## src/rtl/mux8_scan_ctrl.sv

```systemverilog
// Scan sequencer for an 8:1 mux: drives d/s, samples y each step, serialises and recaptures the word.
// Optional MUX_SCAN_CHECK_EN builds a sticky compare of y_in against d_out[s] onto err.
module mux8_scan_ctrl #(
    parameter int SEL_W = 3,
    parameter int HOLD  = 1
) (
    input  logic                  clk,
    input  logic                  rst_n,
    input  logic                  start,
    input  logic [2**SEL_W-1:0]   d_in,
    output logic [2**SEL_W-1:0]   d_out,
    output logic [SEL_W-1:0]      s,
    input  logic                  y_in,
    output logic                  ser_out,
    output logic                  ser_valid,
    output logic [2**SEL_W-1:0]   capture,
    output logic                  busy,
    output logic                  done,
    output logic                  err
);

    localparam int N = 2**SEL_W;
    localparam logic [3:0]       HOLD_LAST = 4'(HOLD - 1);
    localparam logic [SEL_W-1:0] S_LAST    = SEL_W'(N - 1);

    typedef enum logic [1:0] {IDLE, SCAN, DONE} state_t;

    state_t           state_q, state_d;
    logic [N-1:0]     d_out_q, d_out_d;
    logic [SEL_W-1:0] s_q, s_d;
    logic [3:0]       hold_cnt_q, hold_cnt_d;
    logic [N-1:0]     capture_q, capture_d;
    logic             ser_out_q, ser_out_d;
    logic             ser_valid_q, ser_valid_d;
    logic             busy_q, busy_d;
    logic             done_q, done_d;
`ifdef MUX_SCAN_CHECK_EN
    logic             err_q, err_d;
`endif

    always_comb begin
        state_d     = state_q;
        d_out_d     = d_out_q;
        s_d         = s_q;
        hold_cnt_d  = hold_cnt_q;
        capture_d   = capture_q;
        ser_out_d   = ser_out_q;
        ser_valid_d = 1'b0;
        busy_d      = busy_q;
        done_d      = 1'b0;
`ifdef MUX_SCAN_CHECK_EN
        err_d       = err_q;
`endif
        case (state_q)
            IDLE: begin
                if (start) begin
                    d_out_d    = d_in;
                    s_d        = '0;
                    hold_cnt_d = '0;
                    capture_d  = '0;
                    busy_d     = 1'b1;
`ifdef MUX_SCAN_CHECK_EN
                    err_d      = 1'b0;
`endif
                    state_d    = SCAN;
                end
            end
            SCAN: begin
                // Sample on the last cycle of each select's hold window.
                if (hold_cnt_q == HOLD_LAST) begin
                    capture_d[s_q] = y_in;
                    ser_out_d      = y_in;
                    ser_valid_d    = 1'b1;
`ifdef MUX_SCAN_CHECK_EN
                    if (y_in != d_out_q[s_q]) begin
                        err_d = 1'b1;
                    end
`endif
                    if (s_q == S_LAST) begin
                        state_d = DONE;
                        busy_d  = 1'b0;
                        done_d  = 1'b1;
                    end else begin
                        s_d        = s_q + SEL_W'(1);
                        hold_cnt_d = '0;
                    end
                end else begin
                    hold_cnt_d = hold_cnt_q + 4'd1;
                end
            end
            DONE: begin
                state_d = IDLE;
            end
            default: begin
                state_d = IDLE;
            end
        endcase
    end

    always_ff @(posedge clk) begin
        if (!rst_n) begin
            state_q     <= IDLE;
            d_out_q     <= '0;
            s_q         <= '0;
            hold_cnt_q  <= '0;
            capture_q   <= '0;
            ser_out_q   <= 1'b0;
            ser_valid_q <= 1'b0;
            busy_q      <= 1'b0;
            done_q      <= 1'b0;
`ifdef MUX_SCAN_CHECK_EN
            err_q       <= 1'b0;
`endif
        end else begin
            state_q     <= state_d;
            d_out_q     <= d_out_d;
            s_q         <= s_d;
            hold_cnt_q  <= hold_cnt_d;
            capture_q   <= capture_d;
            ser_out_q   <= ser_out_d;
            ser_valid_q <= ser_valid_d;
            busy_q      <= busy_d;
            done_q      <= done_d;
`ifdef MUX_SCAN_CHECK_EN
            err_q       <= err_d;
`endif
        end
    end

    assign d_out     = d_out_q;
    assign s         = s_q;
    assign capture   = capture_q;
    assign ser_out   = ser_out_q;
    assign ser_valid = ser_valid_q;
    assign busy      = busy_q;
    assign done      = done_q;
`ifdef MUX_SCAN_CHECK_EN
    assign err       = err_q;
`else
    assign err       = 1'b0;
`endif

endmodule

```

## config.mk

```make
export PLATFORM = sky130hd
export DESIGN_NAME = mux8_scan_ctrl
export DESIGN_NICKNAME = d
export VERILOG_FILES = /design/src/rtl/mux8_scan_ctrl.sv
export SDC_FILE = /design/constraint.sdc
export NUM_CORES = 1
export LEC_CHECK = 0
export BUFFER_PORTS_ARGS = -buffer_cell sky130_fd_sc_hd__buf_2
export CAP_MARGIN = 10
export CORE_UTILIZATION = 51
export DETAILED_ROUTE_END_ITERATION = 10
export MAX_ROUTING_LAYER = met4
export PLACE_DENSITY = 0.78
export SLEW_MARGIN = 0
export SYNTH_ARGS = -nofsm -noshare
export SYNTH_HDL_FRONTEND = slang
export SYNTH_SLANG_ARGS = --single-unit
```

## constraint.sdc

```tcl
create_clock -name clk -period 2.12 [get_ports clk]
set_input_delay 0.106 -clock clk [delete_from_list [all_inputs] [get_ports clk]]
set_output_delay 0.106 -clock clk [all_outputs]
set_load 0.005 [all_outputs]
```

Word-level counts from Yosys, hierarchy flattened
Cells that the tools add are included.
Storage, ports and cells
  register bits after elaboration: 29
  input bits: 12
  output and inout bits: 24
Cells by class
  $add $sub $neg: 2
  $lt $le $gt $ge: 2
  eq/ne operators: 7
  mux-type cells: 24
  reductions and logical operators: 13
Operators by type and width (number)
  $mux W8: 2
  $pmux W8 S2: 1
  $mux W4: 3
  $reduce_and A3 Y1: 4
  $mux W3: 3
  $bwmux W8: 1
  $ne A2 B2 Y1 const B: 4
  $pmux W4 S2: 1
  $reduce_and A4 Y1: 2
  $mux W1: 6
  $mux W2: 3
  $pmux W3 S2: 1
  $reduce_and A2 Y1: 3
  $add A4 B1 Y4 const B: 1
  $logic_not A4 Y1: 1
  $lt A3 B4 Y1 const B: 1
  $pmux W2 S2: 1
  $add A3 B1 Y3 const B: 1
  $demux W1 S3: 1
  $eq A3 B3 Y1 const B: 1
  $ge A3 B1 Y1 const B: 1
  $ne A3 B3 Y1 const B: 1
  $eq A2 B1 Y1 const B: 1
  $logic_not A2 Y1: 1
  3 further kinds: 3

Logic depth before layout (Yosys ltp)
Gate-level depths: netlist of run 1.
  depth after elaboration: 7
  mapped depth: 6
  mapped depth without buffers: 5

Worst setup path before layout of run 1
No wires, ideal clock.
  path kind: register -> register
  start point: register hold_cnt_q[0]
  end point: register s_q[0], in the netlist s[0]
  setup time: 0.070 ns
  data arrival time: 1.546 ns
  slack: 0.504 ns
  stages on the path, launching flop included: 7
  buffers on the path: 1
  period minus slack after synthesis: 1.616 ns
  path through: dfxtp_1 -> inv_1 -> ha_1 -> or3b_1 -> buf_2 -> or4_1 -> a21oi_1
On the way
  longest elaborated chain between the ends: 3
RTL lines
  start: declaration: RTL line 31  | logic [3:0] hold_cnt_q, hold_cnt_d;
  start signal: assignment: RTL line 118  | hold_cnt_q <= hold_cnt_d;
  $logic_not A4 Y1: RTL line 70  | if (hold_cnt_q == HOLD_LAST) begin
  $ne A2 B2 Y1 (no source line)
  $reduce_and A4 Y1 (no source line)
  end signal: assignment: RTL line 104  | s_q <= '0;
  end signal: assignment: RTL line 117  | s_q <= s_d;
  end: declaration: RTL line 30  | logic [SEL_W-1:0] s_q, s_d;
No other way between the ends.
A chain may end at the register's enable or synchronous reset.

Worst setup path in the final report of run 1
Ends and elaborated chain as after synthesis.

==> results.ini, run 1 <==
[status]
status=completed

[floorplan]
ios=36
dieArea_um2=2915
die_h_um=54.00
core_area_um2=2522
fp.dieW_um=54.00
initial_core_util=0.5466
rows=18

[logic_synthesis]
synth_area_um2=1379
avgSynthCellArea_um2=8.727
syn_nets=175
postSynthCellCount=158
synth_flop_cell=dfxtp_1
yosys_warnings=0
seq_area_frac_synth=0.4211
ys_seq_elements=29
synth_edf_count=0
synth_top_area_cell=dfxtp_1
synth_area_leaders=dfxtp_1 42%, mux2i_1 5.8%, nand3_1 5.8%
synth_cell_types=36
ys_async_sr_fraction=0
synth_top_area_share=0.4211

[critical_path]
cp.arrival_ns=2.04
worstSetupPathType=reg -> reg
worstSetupStartpointType=flop
crit_required_ns=2.37
crit_chain=inv_1, ha_1, or3b_1, or4_1, a21oi_1
end_kind=flop
r2r_slack_ns=0.33
slowest_stage=or3b_1
crit_path_max_incr_delay_ns=0.47
crit_path_max_fanout=7

[sta]
setup_tns_ns=0
final_hold_viol_count=0
fin_crit_ns=1.789
worstMarginPinSlew_ns=0.5605
fmax_mhz=558.9
skew_ns=0.007733
rsz0062_at_grt=false
finalCritPeriodShare=0.8440
drv_slew=0
setup_viol=0
slew_headroom=0.6255

[flow_run]
drv_cap=0

[final_layout]
finalNetCount=206
layout-drive-gt1-share=0.2434
syn2layout_area_growth_pct=16.70
fillCellCount=217
antennaDiodeCount=0
postLayoutCellArea_um2=1609

[routing]
first_pass_iters=4
postRouteAntennaNets=0
vias_per_cell=5.927
routedWlPerCell_um=14.53
wirelength_um=3181
vias=1298
drc=0
first_iter_violations=27

[global_routing]
grt_pass1_vias=1063
grt_overflow=0
track_usage=0.2495
grt_antenna_before_repair=0
grt_max_degree=19
grt_pass1_wl_um=4892

[clock_tree]
cts_inserted_buffers=5
clk_latency_ns=0.32
htree_levels=2
tritoncts=built
clock-root-buffer=clkbuf_4
cts_sinks=29
clock_path_buffers=2
clkSlewWorstSetupHoldPaths_ns=0.08

[pwr]
vdd_drop_max_uv=479.6
p_leak_nw=0.7336
pwr_density_cell_nw_per_um2=638.5

[place]
globalplace.congestion=0.7734
port-buffer-count=34
placed_area_um2=1544
dp_hpwl_um=2294

[hold_path]
hold_class=in -> reg

## cell type report
| type | instances | area, µm² | area share |
|---|---|---|---|
| inverter | 7 | 26.28 | 0.01633 |
| multi-input combinational | 109 | 714.4 | 0.4440 |
| timing repair buffer | 37 | 195.2 | 0.1213 |
| clock buffer | 7 | 55.05 | 0.03421 |
| tap | 30 | 37.54 | 0.02333 |
| sequential | 29 | 580.6 | 0.3608 |
## Yosys cell counts, types with 2 or more instances
| master | instances |
|---|---|
| nor2_1 | 2 |
| nor3_1 | 2 |
| mux2i_1 | 8 |
| nand3_1 | 16 |
| nor3b_1 | 2 |
| and2_1 | 3 |
| a21oi_1 | 13 |
| nor2b_1 | 5 |
| nand2_1 | 17 |
| buf_2 | 4 |
| nand2b_1 | 2 |
| o211ai_1 | 3 |
| dfxtp_1 | 29 |
| o21ai_0 | 4 |
| inv_1 | 7 |
| ha_1 | 5 |
| nand4_1 | 3 |
| a31oi_1 | 2 |
| o2111ai_1 | 8 |
| clkbuf_1 | 7 |
## metal layers
metal	up-vias	track usage	wire length, µm
li1	633	-	-
met1	621	0.2716	1323
met2	36	0.4136	1621
met3	8	0.08757	185
met4	0	0.09829	50
met5	-	-	0
## registers in the layout, indices dropped and copies added (netlist names)
| register | cells |
|---|---|
| s | 3 |
| ser_valid | 1 |
| hold_cnt_q | 4 |
| done | 1 |
| state_q | 2 |
| capture | 8 |
| busy | 1 |
| ser_out | 1 |
| d_out | 8 |
## cells in the final DEF (no fill, tap or decap), types with 2 or more instances in the layout
cell type   n
buf_2      34
dfxtp_1    29
nand2_1    17
nand3_1    16
a21oi_1    13
o2111ai_1   8
mux2i_1     8
inv_1       7
nor2b_1     5
ha_1        5
clkbuf_4    5
o21ai_0     4
o211ai_1    3
and2_1      3
nand4_1     3
nor2_1      2
nor3_1      2
nor3b_1     2
nand2b_1    2
a31oi_1     2
buf_4       2
## critical path, delay by kind of cell (launching register included)
kind,cells,cell delay [ns]
AND/OR/NAND/NOR,2,0.90
flip-flops,1,0.38
adder cells (fa/ha/maj),1,0.19
AO/OA/AOI/OAI,1,0.16
buffers and inverters,1,0.09
## stage by stage
step	std cells	power, mW	util	hold slack, ns	setup slack (ns)
after detailed placement	211	0.7062	0.6121	0.3538	0.3658
after floorplan	158	0.6660	-	0.2420	0.5044
after global placement	211	0.7012	0.6121	0.3474	0.4839
final	219	1.027	0.6379	0.01687	0.3307
after CTS	218	1.035	0.6339	0.005568	0.3350
after global routing	219	1.083	0.6379	0.009409	0.2100
## cell families after synthesis
logic type / after synthesis / share of synthesized area
and+or+nand+nor: 59 / 0.2387
AOI/OAI and AO/OA: 36 / 0.1733
DFF: 29 / 0.4211
buffers and inverters: 20 / 0.06081
muxes: 8 / 0.05808
adders and majority gates: 5 / 0.04537
other: 1 / 0.002720
## power breakdown
part,switching (mW),internal (mW),total [mW]
Sequential,0.0150,0.562,0.577
Clock,0.175,0.156,0.331
Combinational,0.0698,0.0493,0.119
Total,0.260,0.768,1.03
## timing repair
item / in CTS / in global routing
resized for setup: 0 / 0
hold buffers: 0 / 1
hold endpoints to repair: 0 / 1
setup endpoints to repair: 0 / 0
buffers inserted: 0 / 0
## path summary, 6_finish.rpt
| path | from | to | depth (start not counted) |
|---|---|---|---|
| worst max-delay path | hold_cnt_q[0] | s[0] | 5 |
| worst min-delay path | d_in[6] | d_out[6] | 3 |
| worst max register to register | hold_cnt_q[0] | s[0] | 5 |
| worst min register to register | d_out[5] | d_out[5] | 2 |
No activity file was read; power rests on OpenSTA's default activity.
==> run 2, diff against run 1 <==
--- a/config.mk
+++ b/config.mk
@@ -5,12 +5,13 @@
 export SDC_FILE = /design/constraint.sdc
 export NUM_CORES = 1
 export LEC_CHECK = 0
+export ABC_AREA = 1
 export BUFFER_PORTS_ARGS = -buffer_cell sky130_fd_sc_hd__buf_2
 export CAP_MARGIN = 10
-export CORE_UTILIZATION = 51
+export CORE_UTILIZATION = 52
 export DETAILED_ROUTE_END_ITERATION = 10
 export MAX_ROUTING_LAYER = met4
-export PLACE_DENSITY = 0.78
+export PLACE_DENSITY = 0.79
 export SLEW_MARGIN = 0
 export SYNTH_ARGS = -nofsm -noshare
 export SYNTH_HDL_FRONTEND = slang
==> constraint.sdc (replaced) <==
create_clock -name clk -period 1.75 [get_ports clk]
set_input_delay 0.0875 -clock clk [delete_from_list [all_inputs] [get_ports clk]]
set_output_delay 0.0875 -clock clk [all_outputs]
set_load 0.005 [all_outputs]
==> results.ini, run 2 <==
[status]
status=completed

[final_layout]
multi_input_area_um2=738.2  ; +3.3%
layout.cells.non_filler=266  ; +21%
postLayoutCellArea_um2=1714  ; +6.5%
fillCellCount=246  ; +13%
finalNetCount=252  ; +22%
final_common_cell=nand2_1
layout-drive-gt1-share=0.2458  ; +0.002376
regArea_um2=580.6  ; unchanged
syn2layout_area_growth_pct=18.92
antennaDiodeCount=0  ; unchanged
utilization=0.6736  ; +0.03565
mostFrequentLayoutCells=44 x nand2_1, 37 x nor2_1, 34 x buf_2

[clock_tree]
cts_sinks=29  ; unchanged
clkSlewWorstSetupHoldPaths_ns=0.09  ; about the same
tritoncts=built
clock-root-buffer=clkbuf_4
clock_path_buffers=2  ; unchanged
cts_inserted_buffers=5  ; unchanged
htree_levels=2  ; unchanged
cts_resized=0  ; unchanged
clk_latency_ns=0.33  ; about the same

[global_routing]
grt_overflow=0  ; unchanged
track_usage=0.2224  ; -0.02720
grt_max_degree=19  ; unchanged
grt_pass1_wl_um=4505  ; -7.9%
grt_antenna_before_repair=0  ; unchanged
grt_pass1_vias=1063  ; unchanged
grt_util_met2=0.3454  ; -0.06820
met1_usage=0.2604  ; -0.01121
top_usage_layer=met2
use_met3=0.05833  ; -0.02924

[sta]
fmax_mhz=653.3  ; +17%
setup_viol=0  ; unchanged
fin_crit_ns=1.531  ; -0.2587 ns
finalCritPeriodShare=0.8746  ; +0.03063
setup_tns_ns=0  ; unchanged
drv_slew=0  ; unchanged
skew_ns=0.006507  ; -0.001226 ns
final_hold_viol_count=0  ; unchanged
rsz0062_at_grt=false
fin_ws_ns=0.2194  ; -0.1113 ns
hold_ws_ns=0.006754  ; -0.01011 ns

[logic_synthesis]
synth_edf_count=0  ; unchanged
seq_area_frac_synth=0.4028  ; -0.01827
synth_cell_types=30  ; -17%
synth.most_common_cell=nand2_1
synth_flop_cell=dfxtp_1
avgSynthCellArea_um2=7.317  ; -16%
ys_async_sr_fraction=0  ; unchanged
synth_area_leaders=dfxtp_1 40%, nand2_1 11%, nor2_1 9.6%
synth_commonest_cells=44 x nand2_1, 37 x nor2_1, 29 x dfxtp_1, 15 x a21oi_1, 14 x inv_1
synth_top_area_share=0.4028  ; -0.01827
syn_nets=214  ; +22%
ys_seq_elements=29  ; unchanged
synth_area_um2=1441  ; +4.5%
postSynthCellCount=197  ; +25%
synth_top_area_cell=dfxtp_1
yosys_warnings=0  ; unchanged

[floorplan]
initial_core_util=0.5664  ; +0.01974
die_h_um=54.65  ; +1.2%
ios=36  ; unchanged
dieArea_um2=2987  ; +2.4%
fp.dieW_um=54.65  ; +1.2%
core_area_um2=2545  ; +0.89%
rows=18  ; unchanged

[critical_path]
cp.arrival_ns=1.76  ; -0.28 ns
worstSetupPathType=reg -> reg
worstSetupEndpoint=s[0]
r2r-start=s[0]
crit_required_ns=1.98  ; -0.39 ns
path_buf_inv=0  ; -1
reg2reg_to=s[0]
crit_path_max_fanout=7  ; unchanged
end_kind=flop
critPathLaunch=s[0]
crit_path_max_incr_delay_ns=0.38  ; -0.09 ns
worstSetupStartpointType=flop
critPathMostFrequentCell=ha_1
path_depth=6  ; +1
critical-path-top-delay-family=adder cells
r2r_slack_ns=0.22  ; -0.11 ns
slowest_stage=dfxtp_1
reg2reg_depth=6  ; +1
crit_chain=ha_1, ha_1, a21oi_1, nand3_4, o21bai_1, nor2_1

[routing]
vias_per_cell=5.019  ; -15%
first_pass_iters=4  ; unchanged
drc=0  ; unchanged
vias=1335  ; +2.9%
routedWlPerCell_um=11.04  ; -24%
wirelength_um=2936  ; -7.7%
first_iter_violations=23  ; -15%
postRouteAntennaNets=0  ; unchanged

[pwr]
pwr_density_cell_nw_per_um2=850.8  ; +33%
p_leak_nw=0.8446  ; +15%
power_mw=1.458  ; +42%
vdd_drop_max_uv=775.6  ; +62%

[place]
port-buffer-count=34  ; unchanged
dp_hpwl_um=2079  ; -9.4%
placed_area_um2=1609  ; +4.2%
placed_cells=256  ; +21%
pre_cts_ws_ns=0.2390  ; -0.1268 ns
globalplace.congestion=0.8711  ; +13%

[hold_path]
hold_class=in -> reg
hold-path-cell-count=3  ; unchanged
min_from=d_in[3]

[flow_run]
drv_cap=0  ; unchanged

==> run 2: cell count changes after synthesis, moves of 3 or more <==
cell / previous run / this run
nor2_1: 2 / 37
nand2_1: 17 / 44
mux2i_1: 8 / 0
o2111ai_1: 8 / 0
inv_1: 7 / 14
nand3_1: 16 / 9
clkbuf_1: 7 / 2
nor2b_1: 5 / 0
o21ai_0: 4 / 8
and2_1: 3 / 0
buf_2: 4 / 1
buf_4: 1 / 4
nand3_2: 0 / 3
nand4_1: 3 / 6
==> run 2: kinds of logic (layout without fill, tap and decap cells) <==
| logic type | Yosys count | after routing | share of synthesized area |
|---|---|---|---|
| fa+ha+maj | 5 | 5 | 0.04340 |
| flops | 29 | 29 | 0.4028 |
| buf+inv | 24 | 63 | 0.08506 |
| compound gates | 28 | 28 | 0.1120 |
| simple gates | 110 | 110 | 0.3542 |
| other cells | 1 | 1 | 0.002602 |
==> run 2: cell type report <==
type,instances,area share
Clock inverter,1,0.01752
Sequential cell,29,0.3387
Multi-Input combinational cell,144,0.4307
Clock buffer,7,0.03212
Timing Repair Buffer,39,0.1241
Inverter,16,0.03504
Tap cell,30,0.02190
==> run 2: how the worst min path moves through the flow <==
| stage | endpoint |
|---|---|
| global placement | d_out[4] |
| floorplan | d_out[0] |
| finish | d_out[3] |
| detailed placement | d_out[2] |
| global route | d_out[5] |
| CTS | d_out[1] |
==> run 2: tightest hold or removal path, stage by stage <==
cell and delay (ns):
buf_2 0.07, o21ai_0 0.07, nor2_1 0.07
==> run 2: repair_timing <==
action | in CTS | in global routing
endpoints found under the hold margin | 1 | 1
buffers inserted | 0 | 0
hold buffers | 1 | 1
==> run 2: metal layers <==
| metal | vias to the layer above | part of all wire |
|---|---|---|
| li1 | 708 | - |
| met1 | 603 | 0.47 |
| met2 | 19 | 0.49 |
| met3 | 5 | 0.029 |
| met4 | 0 | 0.013 |
| met5 | - | 0 |
==> run 2: power breakdown <==
part / switching [mW] / internal, mW / leakage (nW)
sequential: 0.0172 / 0.690 / 0.237
clock: 0.234 / 0.341 / 0.0455
combinational: 0.105 / 0.0718 / 0.562
==> run 3, diff against run 2 <==
--- a/config.mk
+++ b/config.mk
@@ -6,7 +6,7 @@
 export NUM_CORES = 1
 export LEC_CHECK = 0
 export ABC_AREA = 1
-export BUFFER_PORTS_ARGS = -buffer_cell sky130_fd_sc_hd__buf_2
+export BUFFER_PORTS_ARGS = -buffer_cell sky130_fd_sc_hd__buf_4
 export CAP_MARGIN = 10
 export CORE_UTILIZATION = 52
 export DETAILED_ROUTE_END_ITERATION = 10
==> constraint.sdc (replaced) <==
create_clock -name clk -period 1.75 [get_ports clk]
set_input_delay 0.175 -clock clk [delete_from_list [all_inputs] [get_ports clk]]
set_output_delay 0.175 -clock clk [all_outputs]
set_load 0.005 [all_outputs]
==> results.ini, run 3 (same netlist as run 2, synthesis figures left out) <==
[floorplan]
dieArea_um2=2987  ; unchanged
ios=36  ; unchanged
die_h_um=54.65  ; unchanged
core_area_um2=2545  ; unchanged
rows=18  ; unchanged
fp.dieW_um=54.65  ; unchanged
initial_core_util=0.5664  ; unchanged

[clock_tree]
clkSlewWorstSetupHoldPaths_ns=0.09  ; about the same
cts_sinks=29  ; unchanged
htree_levels=2  ; unchanged
clock_path_buffers=2  ; unchanged
clk_latency_ns=0.33  ; about the same
cts_resized=0  ; unchanged
clock-root-buffer=clkbuf_4
cts_setup_buffers=0  ; unchanged
cts_hold_buf=0  ; -1
tritoncts=built
cts_inserted_buffers=5  ; unchanged

[routing]
routedWlPerCell_um=12.39  ; +12%
vias=1354  ; +1.4%
vias_per_cell=5.168  ; +3.0%
drc=0  ; unchanged
first_iter_violations=24  ; +4.3%
wirelength_um=3247  ; +11%
first_pass_iters=4  ; unchanged
postRouteAntennaNets=0  ; unchanged

[hold_path]
hold_class=in -> reg

[pwr]
internal-power_mw=1.117  ; +1.3%
clkPwrFrac=0.387  ; -0.007
swShare=0.2436  ; -0.0005452
p_leak_nw=0.8389  ; -0.68%
pwr-share-comb=0.132  ; +0.010
p_seq_frac=0.481  ; -0.004
pwr_density_cell_nw_per_um2=835.0  ; -1.9%
vdd_drop_max_uv=677.9  ; -13%
power_mw=1.476  ; +1.2%
p_switching_uw=359.7  ; +1.0%

[final_layout]
antennaDiodeCount=0  ; unchanged
final_common_cell=nand2_1
mostFrequentLayoutCells=44 x nand2_1, 37 x nor2_1, 35 x buf_4
layout-drive-gt1-share=0.2457  ; about the same
syn2layout_area_growth_pct=22.66
finalNetCount=248  ; -1.6%

[status]
status=completed

[critical_path]
path_buf_inv=0  ; unchanged
end_kind=flop
cp.arrival_ns=1.78  ; +0.02 ns
slowest_stage=dfxtp_1
crit_chain=ha_1, ha_1, a21oi_2, nand4_1, a21oi_1
worstSetupPathType=reg -> reg
critPathMostFrequentCell=ha_1
crit_required_ns=1.99  ; about the same
crit_path_max_incr_delay_ns=0.39  ; about the same
crit_path_max_fanout=8  ; +1
critical-path-top-delay-family=adder cells
worstSetupStartpointType=flop

[sta]
final_hold_viol_count=0  ; unchanged
rsz0062_at_grt=false
setup_viol=0  ; unchanged
fin_crit_ns=1.539  ; +0.008639 ns
finalCritPeriodShare=0.8796  ; +0.004937
fmax_mhz=649.7  ; -0.56%
skew_ns=0.009314  ; +0.002807 ns
drv_slew=0  ; unchanged
setup_tns_ns=0  ; unchanged

[place]
globalplace.congestion=0.8241  ; -5.4%
dp_hpwl_um=2327  ; +12%
port-buffer-count=34  ; unchanged

[global_routing]
grt_antenna_before_repair=0  ; unchanged
grt_pass1_wl_um=4919  ; +9.2%
grt_pass1_vias=1142  ; +7.4%
track_usage=0.2441  ; +0.02172
grt_overflow=0  ; unchanged
grt_max_degree=20  ; +1

[flow_run]
drv_cap=0  ; unchanged

## run 3: power groups by stage
| stage | logic [mW] | registers, mW | clock network (mW) |
|---|---|---|---|
| after floorplan | 0.113 | 0.725 | 0 |
| after global placement | 0.188 | 0.723 | 0 |
| after detailed placement | 0.195 | 0.724 | 0 |
| after CTS | 0.196 | 0.709 | 0.579 |
| after global routing | 0.216 | 0.714 | 0.608 |
| final | 0.195 | 0.709 | 0.572 |
## run 3: final cells by class
type                       instances  area [µm²]
multi-input combinational        144       742.0
tap                               30       37.54
sequential                        29       580.6
timing repair buffer              35       262.8
clock inverter                     1       30.03
inverter                          16       60.06
clock buffer                       7       55.05
fill                             229       777.0
## run 3: through the flow
step | hold WS [ns] | utilization | setup slack [ns] | area [µm²] | cells
3_3_place_gp | 0.4278 | 0.6598 | 0.2796 | 1679 | 254
6_report | 0.09398 | 0.6947 | 0.2108 | 1768 | 262
4_1_cts | 0.09000 | 0.6932 | 0.1023 | 1764 | 262
2_1_floorplan | 0.3381 | - | 0.3202 | 1441 | 197
3_5_place_dp | 0.4345 | 0.6598 | 0.1351 | 1679 | 254
5_1_grt | 0.09287 | 0.6947 | 0.1193 | 1768 | 262
## run 3: per-layer routing
metal	wire, µm	vias to the layer above	track usage	part of all wire
met5	0	-	-	0
met4	52	0	0.1026	0.016
met3	152	7	0.06667	0.047
met2	1629	36	0.4177	0.50
met1	1413	608	0.2617	0.44
li1	-	703	-	-
## run 3: final timing paths
kind         slack, ns  depth (start not counted)    start  endpoint
max               0.21                          5     s[1]      s[2]
min reg2reg       0.49                          2  ser_out   ser_out
min               0.09                          3  d_in[4]  d_out[4]
max reg2reg       0.21                          5     s[1]      s[2]
## run 3: worst min-delay path, delay by kind of cell
family	cells	cell delay, ns
and+or+nand+nor	1	0.07
buffers and inverters	1	0.07
AOI/OAI and AO/OA	1	0.07
